$ cat config.mk
export PLATFORM = sky130hd
export DESIGN_NAME = dna_reader
export DESIGN_NICKNAME = d
export VERILOG_FILES = /design/src/rtl/dna_reader.sv
export SDC_FILE = /design/constraint.sdc
export NUM_CORES = 1
export LEC_CHECK = 0
export CORE_MARGIN = 4
export CORE_UTILIZATION = 35
export CTS_BUF_LIST = sky130_fd_sc_hd__clkbuf_8
export DETAILED_ROUTE_END_ITERATION = 8
export GPL_TIMING_DRIVEN = 0
export PLACE_DENSITY = 0.64
export SLEW_MARGIN = 20
export SYNTH_ARGS = -nofsm -noshare
export SYNTH_HDL_FRONTEND = slang
export SYNTH_SLANG_ARGS = --single-unit
$ cat constraint.sdc
create_clock -name clk -period 3.22 [get_ports clk]
set_clock_uncertainty 0.1 [all_clocks]
set_input_delay 0.483 -clock clk [delete_from_list [all_inputs] [get_ports clk]]
set_output_delay 0.483 -clock clk [all_outputs]
set_load 0.05 [all_outputs]
$ cat src/rtl/dna_reader.sv
// Reads one network's gene words from external RAM and streams them out over a valid/ready port.
// Optional macro GENE_RANGE_CHECK_EN enables the per-gene source-id range flag on geneError.
module dna_reader #(
    parameter int INPUT_COUNT             = 1,
    parameter int OUTPUT_COUNT            = 1,
    parameter int NEURON_COUNT            = 2,
    parameter int CONNECTIONS             = 2,
    parameter int NETWORKS_PER_POPULATION = 16,
    localparam int GPN   = OUTPUT_COUNT + NEURON_COUNT * CONNECTIONS,
    localparam int NET_W = $clog2(NETWORKS_PER_POPULATION),
    localparam int IDX_W = $clog2(GPN)
) (
    input  logic             clk,
    input  logic             rst_n,
    input  logic             start,
    input  logic [NET_W-1:0] networkIndex,
    output logic             busy,
    output logic             done,
    output logic [15:0]      geneData,
    output logic [IDX_W-1:0] geneIndex,
    output logic             geneValid,
    input  logic             geneReady,
    output logic             geneError,
    input  logic [15:0]      ramBusDataOut,
    output logic [23:1]      ramBusAddr,
    output logic             ramLatch,
    input  logic             ramReady,
    output logic             ramInstruction
);

    localparam logic             RAM_READ = 1'b0;
    localparam logic [IDX_W-1:0] K_LAST   = IDX_W'(GPN - 1);
    localparam logic [NET_W:0]   NET_LIM  = (NET_W + 1)'(NETWORKS_PER_POPULATION);

    // Elaboration-time sanity check on the configuration.
    generate
        if (INPUT_COUNT < 1 || NETWORKS_PER_POPULATION < 2 || GPN < 2) begin : g_bad_cfg
            $error("dna_reader: unsupported parameter set");
        end
    endgenerate

    typedef enum logic [2:0] {
        S_IDLE,
        S_ISSUE,
        S_WAIT_ACK,
        S_WAIT_DATA,
        S_PRESENT,
        S_DONE
    } state_t;

    state_t           r_state;
    logic             r_busy;
    logic             r_done;
    logic             r_latch;
    logic [23:1]      r_addr;
    logic [23:1]      r_base;
    logic [IDX_W-1:0] r_k;
    logic             r_valid;
    logic [15:0]      r_data;
    logic [IDX_W-1:0] r_index;
    logic             r_err;

    state_t           w_state_next;
    logic             w_busy_next;
    logic             w_done_next;
    logic             w_latch_next;
    logic [23:1]      w_addr_next;
    logic [23:1]      w_base_next;
    logic [IDX_W-1:0] w_k_next;
    logic             w_valid_next;
    logic [15:0]      w_data_next;
    logic [IDX_W-1:0] w_index_next;
    logic             w_err_next;

    logic             w_idx_bad;
    logic [23:1]      w_base_calc;
    logic             w_gene_bad;

    assign w_idx_bad   = ({1'b0, networkIndex} >= NET_LIM);
    // Word 0 is never written by the initializer, so network data starts at word 1.
    assign w_base_calc = 23'd1 + 23'(networkIndex) * 23'(GPN);

`ifdef GENE_RANGE_CHECK_EN
    localparam logic [15:0] SRC_LIMIT = 16'(OUTPUT_COUNT + NEURON_COUNT + 1);
    assign w_gene_bad = (ramBusDataOut >= SRC_LIMIT);
`else
    assign w_gene_bad = 1'b0;
`endif

    always_comb begin
        w_state_next = r_state;
        w_busy_next  = r_busy;
        w_done_next  = 1'b0;
        w_latch_next = 1'b0;
        w_addr_next  = r_addr;
        w_base_next  = r_base;
        w_k_next     = r_k;
        w_valid_next = r_valid;
        w_data_next  = r_data;
        w_index_next = r_index;
        w_err_next   = r_err;
        case (r_state)
            S_IDLE: begin
                if (start) begin
                    w_busy_next = 1'b1;
                    if (w_idx_bad) begin
                        w_done_next  = 1'b1;
                        w_state_next = S_DONE;
                    end else begin
                        w_base_next  = w_base_calc;
                        w_k_next     = '0;
                        w_state_next = S_ISSUE;
                    end
                end
            end
            S_ISSUE: begin
                if (ramReady) begin
                    w_addr_next  = r_base + 23'(r_k);
                    w_latch_next = 1'b1;
                    w_state_next = S_WAIT_ACK;
                end
            end
            S_WAIT_ACK: begin
                if (!ramReady) begin
                    w_state_next = S_WAIT_DATA;
                end
            end
            S_WAIT_DATA: begin
                if (ramReady) begin
                    w_data_next  = ramBusDataOut;
                    w_index_next = r_k;
                    w_err_next   = w_gene_bad;
                    w_valid_next = 1'b1;
                    w_state_next = S_PRESENT;
                end
            end
            S_PRESENT: begin
                if (geneReady) begin
                    w_valid_next = 1'b0;
                    if (r_k == K_LAST) begin
                        w_done_next  = 1'b1;
                        w_state_next = S_DONE;
                    end else begin
                        w_k_next     = r_k + 1'b1;
                        w_state_next = S_ISSUE;
                    end
                end
            end
            S_DONE: begin
                // done is high during this state while busy is still set, so a start here is ignored.
                w_busy_next  = 1'b0;
                w_state_next = S_IDLE;
            end
            default: begin
                w_state_next = S_IDLE;
            end
        endcase
    end

    always_ff @(posedge clk or negedge rst_n) begin
        if (!rst_n) begin
            r_state <= S_IDLE;
            r_busy  <= 1'b0;
            r_done  <= 1'b0;
            r_latch <= 1'b0;
            r_addr  <= '0;
            r_base  <= '0;
            r_k     <= '0;
            r_valid <= 1'b0;
            r_data  <= '0;
            r_index <= '0;
            r_err   <= 1'b0;
        end else begin
            r_state <= w_state_next;
            r_busy  <= w_busy_next;
            r_done  <= w_done_next;
            r_latch <= w_latch_next;
            r_addr  <= w_addr_next;
            r_base  <= w_base_next;
            r_k     <= w_k_next;
            r_valid <= w_valid_next;
            r_data  <= w_data_next;
            r_index <= w_index_next;
            r_err   <= w_err_next;
        end
    end

    assign busy           = r_busy;
    assign done           = r_done;
    assign geneData       = r_data;
    assign geneIndex      = r_index;
    assign geneValid      = r_valid;
    assign geneError      = r_err;
    assign ramBusAddr     = r_addr;
    assign ramLatch       = r_latch;
    assign ramInstruction = RAM_READ;

endmodule
# Yosys cells after proc, flatten, opt, wreduce, memory -nomap -nowiden

Cells that the tools add are included.

Bits in registers: 75
Input bits: 25
Output and inout bits: 48

Add/sub/neg operators: 3
Multiply operators: 1
Equal/unequal tests: 12
Multiplexer cells: 21
Reduce and logical (&&, ||, !) cells: 11

Operators by type and width:

| operator                                                               | number |
|---|---|
| 3-bit 2-to-1 mux                                                       | 9 |
| 23-bit by 3-bit adder with 23-bit output                               | 1 |
| 3-bit one-hot mux with 5 select lines                                  | 1 |
| 2-bit != test (second input constant)                                  | 6 |
| 3-bit equality test (second input constant)                            | 3 |
| 1-bit by 7-bit adder with 8-bit output (first input constant)          | 1 |
| 1-bit 2-to-1 mux                                                       | 8 |
| 2-bit AND reduction                                                    | 4 |
| 4-bit by 3-bit multiplier with 7-bit output (second input constant)    | 1 |
| 3-bit by 2-bit equality test with 1-bit output (second input constant) | 2 |
| 3-bit one-hot mux with 2 select lines                                  | 1 |
| 2-bit nonzero test                                                     | 3 |
| 5-bit AND reduction                                                    | 1 |
| 1-bit one-hot mux with 2 select lines                                  | 2 |
| 4-bit AND reduction                                                    | 1 |
| 3-bit by 1-bit adder with 3-bit output (second input constant)         | 1 |
| 3-bit by 1-bit equality test with 1-bit output (second input constant) | 1 |
| 3-bit zero test                                                        | 1 |
| 3-bit AND reduction                                                    | 1 |

# Logic depth before layout (Yosys ltp)

Gate-level depths: netlist of the first run.

Word-level depth: 4
Gate-level depth with buffers: 6

# Worst setup path before layout of the first run

Ideal clock, no wire load.

Path kind: input -> register
Start point: input port networkIndex[1]
End point: register r_base[6] in the netlist's numbering
Library setup time: 0.121 ns
Data arrival time: 1.627 ns
Required time: 2.999 ns
Path slack: 1.372 ns
Stages: 6
Path buffers: 0
Cell sequence: ha_1 -> ha_1 -> a21o_1 -> a21oi_1 -> xor2_1 -> o21ai_1

Cells in the longest elaborated chain, start to end: 2

Ends and longest elaborated chain:

| element                                     | RTL line | source |
|---|---|---|
| start: declaration                          | 16       | `input logic [NET_W-1:0] networkIndex,` |
| 4-bit by 3-bit multiplier with 7-bit output | 81       | `assign w_base_calc = 23'd1 + 23'(networkIndex) * 23'(GPN);` |
| 1-bit by 7-bit adder with 8-bit output      | 81       |  |
| end signal: assignment                      | 179      | `r_base <= w_base_next;` |
| end: declaration                            | 56       | `logic [23:1] r_base;` |

No other way between the ends.
A chain may end at the register's enable or synchronous reset.

# Final worst setup path of the first run

Start point: input port networkIndex[3]
End point: register r_base[6] in the netlist's numbering

The elaborated chain is that of the path after synthesis.

==> results.cfg, run 1 <==
[global_route]
grt_pass1_vias = 1565
grt_antenna_before_repair = 0
grtUsageTotal_pct = 12.12
grt_pass1_wl_mm = 7.169
grt-ovfl-total = 0
grt_max_degree = 30

[placed_design]
place.gp.congestion = 0.8069
dp_hpwl_mm = 3.268
preCtsSetupSlack_ps = 801.5
port_buffers = 55

[yosys]
postSynthCellCount = 188
ys_warn_count = 0
synth_area_per_cell_um2 = 11.49
synth-seq-cells = 44
syn_area_um2 = 2160
synth_cell_type_count = 33
seq_area_frac_synth_pct = 50.98

[sta]
max_freq_mhz = 477.5
worst_pin_slew_ps = 521.5
timing.setup.tns_ps = 0
maxSlewHeadroom_pct = 65.12
setup_viol = 0
period_minus_slack_ps = 2094
finalCritPeriodShare_pct = 65.05
finalHoldViolations = 0
finalMaxSlewViolations = 0
setup_ws_ps = 1126
rsz0062_at_grt = false

[floorplanning]
rows = 28
die_y_um = 86.55
core_area_um2 = 5956
die_x_um = 86.55
io_pins = 73
initial_core_util_pct = 36.26
die-area_um2 = 7491

[routing]
routed_wl_mm = 4.129
via_per_inst = 4.471
wl_per_cell_um = 12.00
ant_nets = 0
first_pass_iters = 4
num_vias = 1538
first_iter_violations = 39
drc = 0

[clocking]
insertion_delay_ps = 290
cts-buffers-inserted = 5
clock-sinks = 44
clockBufferDepth = 2
htreeDepth = 2
tritoncts = done
cts_setup_buffers = 0
cts_root_buf = clkbuf_8
clk_transition_reported_paths_ps = 80

[power_and_ir_drop]
p_comb_share_pct = 55.7
switching_share_pct = 46.18
p_int_mw = 1.580
vdd_ir_drop_max_v = 0.0004865
p_leak_nw = 1.388
p_total_mw = 2.935
power.switching_mw = 1.355
power_density_nw_per_um2 = 986.0
seqPwrFrac_pct = 32.8
clock_power_share_pct = 11.5

[critical_path]
worstPathRequired_ps = 3310
criticalPathCategory = input pin to flop
critPathMaxFanout = 3
worstReg2RegStart = r_k[0]
reg2reg_setup_slack_ps = 1410
crit_path_end = r_base[6]
cp-startpoint = networkIndex[3]
end_kind = flop
reg2regPathDepth = 6
critPathArrivalTime_ps = 2180
r2r-end = ramBusAddr[7]
start_kind = input pin

[run_status]
status = complete, no violations

[flow_run]
max_cap_violations = 0

[final_layout]
area_delta_synth_final_pct = 37.83
final_common_cell = clkdlybuf4s50_1
final_cell_mix = 54 x clkdlybuf4s50_1, 44 x dfrtp_1, 22 x mux2_2
fillCellCount = 570
layout-drive-gt1-share_pct = 22.30
nets = 305
antennaDiodeCount = 0

[hold_path]
hp-class = flop to flop
==> layer usage <==
metal | vias to the layer above | part of all wire, % | global-route usage (%)
met3 | 6 | 7.7 | 2.947
li1 | 763 | - | -
met4 | 0 | 2.1 | 5.099
met1 | 712 | 44 | 15.05
met5 | - | 0 | 0
met2 | 57 | 46 | 20.10
==> critical path, stage by stage <==
cell             delay [ps]
clkdlybuf4s50_1         510
ha_1                    250
ha_1                    340
a21o_1                  200
a21oi_1                 170
xor2_1                  160
o21ai_1                  70
==> cells in the mapped netlist <==
cell      instances  area [um2]
dfrtp_1          44        1101
mux2_2           22       247.7
buf_4            17       127.6
nand2_1          17       63.81
a21oi_1          14       70.07
ha_1             11       137.6
nor2_1            8       30.03
o21ai_0           7       35.03
buf_2             5       25.02
o21ai_1           5       25.02
xnor2_1           5       43.79
inv_1             4       15.01
xor2_1            4       35.03
a31oi_1           2       12.51
mux2_4            2       30.03
mux2i_1           2       20.02
nor2b_1           2       12.51
nor3_1            2       10.01
a21o_1            1       7.510
and2_1            1       6.260
and3_1            1       6.260
buf_6             1       11.26
conb_1            1       3.750
fa_1              1       20.02
nand2b_1          1       6.260
nand3_1           1       5.000
nand4_1           1       6.260
nor3_2            1       10.01
nor3b_1           1       7.510
o22ai_1           1       6.260
or2_0             1       6.260
or2_2             1       6.260
or2_4             1       8.760
==> power groups by stage <==
| stage | logic [mW] | clock network (mW) | registers (mW) |
|---|---|---|---|
| after CTS | 1.65 | 0.358 | 0.967 |
| final | 1.63 | 0.338 | 0.962 |
| after global routing | 1.75 | 0.376 | 1.01 |
| after global placement | 1.63 | 0 | 0.962 |
| after floorplan | 0.563 | 0 | 1.54 |
| after detailed placement | 1.65 | 0 | 0.979 |
==> flip-flops by register name, indices dropped and copies added (netlist names) <==
signal      flops
r_base          7
geneIndex       3
ramLatch        1
r_k             3
geneData       16
r_state         3
geneValid       1
ramBusAddr      8
done            1
busy            1
==> worst min path at each step <==
stage / slack, ps / start / depth (start not counted) / end
5_1_grt: 430 / geneIndex[2] / 1 / geneIndex[2]
3_3_place_gp: 380 / r_base[1] / 2 / r_base[1]
3_5_place_dp: 320 / rst_n / 1 / geneData[8]
6_report: 400 / r_base[1] / 2 / r_base[1]
2_1_floorplan: 90 / rst_n / 0 / busy
4_1_cts: 410 / r_base[1] / 2 / r_base[1]
==> cell type report <==
class | count | area, um2 | area share, %
Sequential cell | 44 | 1101 | 36.99
Multi-Input combinational cell | 133 | 939.7 | 31.57
Timing Repair Buffer | 57 | 575.6 | 19.34
Buffer | 23 | 163.9 | 5.507
Tap cell | 75 | 93.84 | 3.153
Clock buffer | 5 | 68.82 | 2.312
Clock inverter | 3 | 18.77 | 0.6305
Inverter | 4 | 15.01 | 0.5044
==> timing repair <==
item                                   CTS  global route
hold buffers                             1             0
resized for setup                        0             0
endpoints found under the hold margin   15             0
==> stage by stage <==
stage	instance area, um2	utilization, %	hold slack (ps)	std cells
2_1_floorplan	2220	-	87.41	204
4_1_cts	2977	49.98	406.6	344
3_5_place_dp	2879	48.34	322.6	335
6_report	2977	49.98	400.3	344
3_3_place_gp	2864	48.09	384.1	334
5_1_grt	2977	49.98	426.4	344
==> cell families after synthesis <==
kind of cell / share of synthesized area, %
flops: 50.99
simple gates: 8.576
compound gates: 7.242
buf+inv: 8.285
mux: 13.79
fa+ha+maj: 7.300
xor+xnor: 3.650
other cells: 0.1736
No activity file was read; power rests on OpenSTA's default activity.
==> run 2, diff against run 1 <==
Clock period 3.22 ns to 2 ns, I/O delays scaled along.
==> results of run 2 <==
Same layout as run 1 (identical final DEF). Status: complete, no violations.
Among the figures that moved: setup slack after placement 801.5 ps -> -235.5 ps; setup slack after layout 1126 ps -> 88.55 ps; hold slack 400.3 ps -> 342.5 ps; register-to-register setup slack 1410 ps -> 190 ps; total power 2.935 mW -> 4.725 mW; worst IR drop on VDD 0.0004865 V -> 0.0007832 V
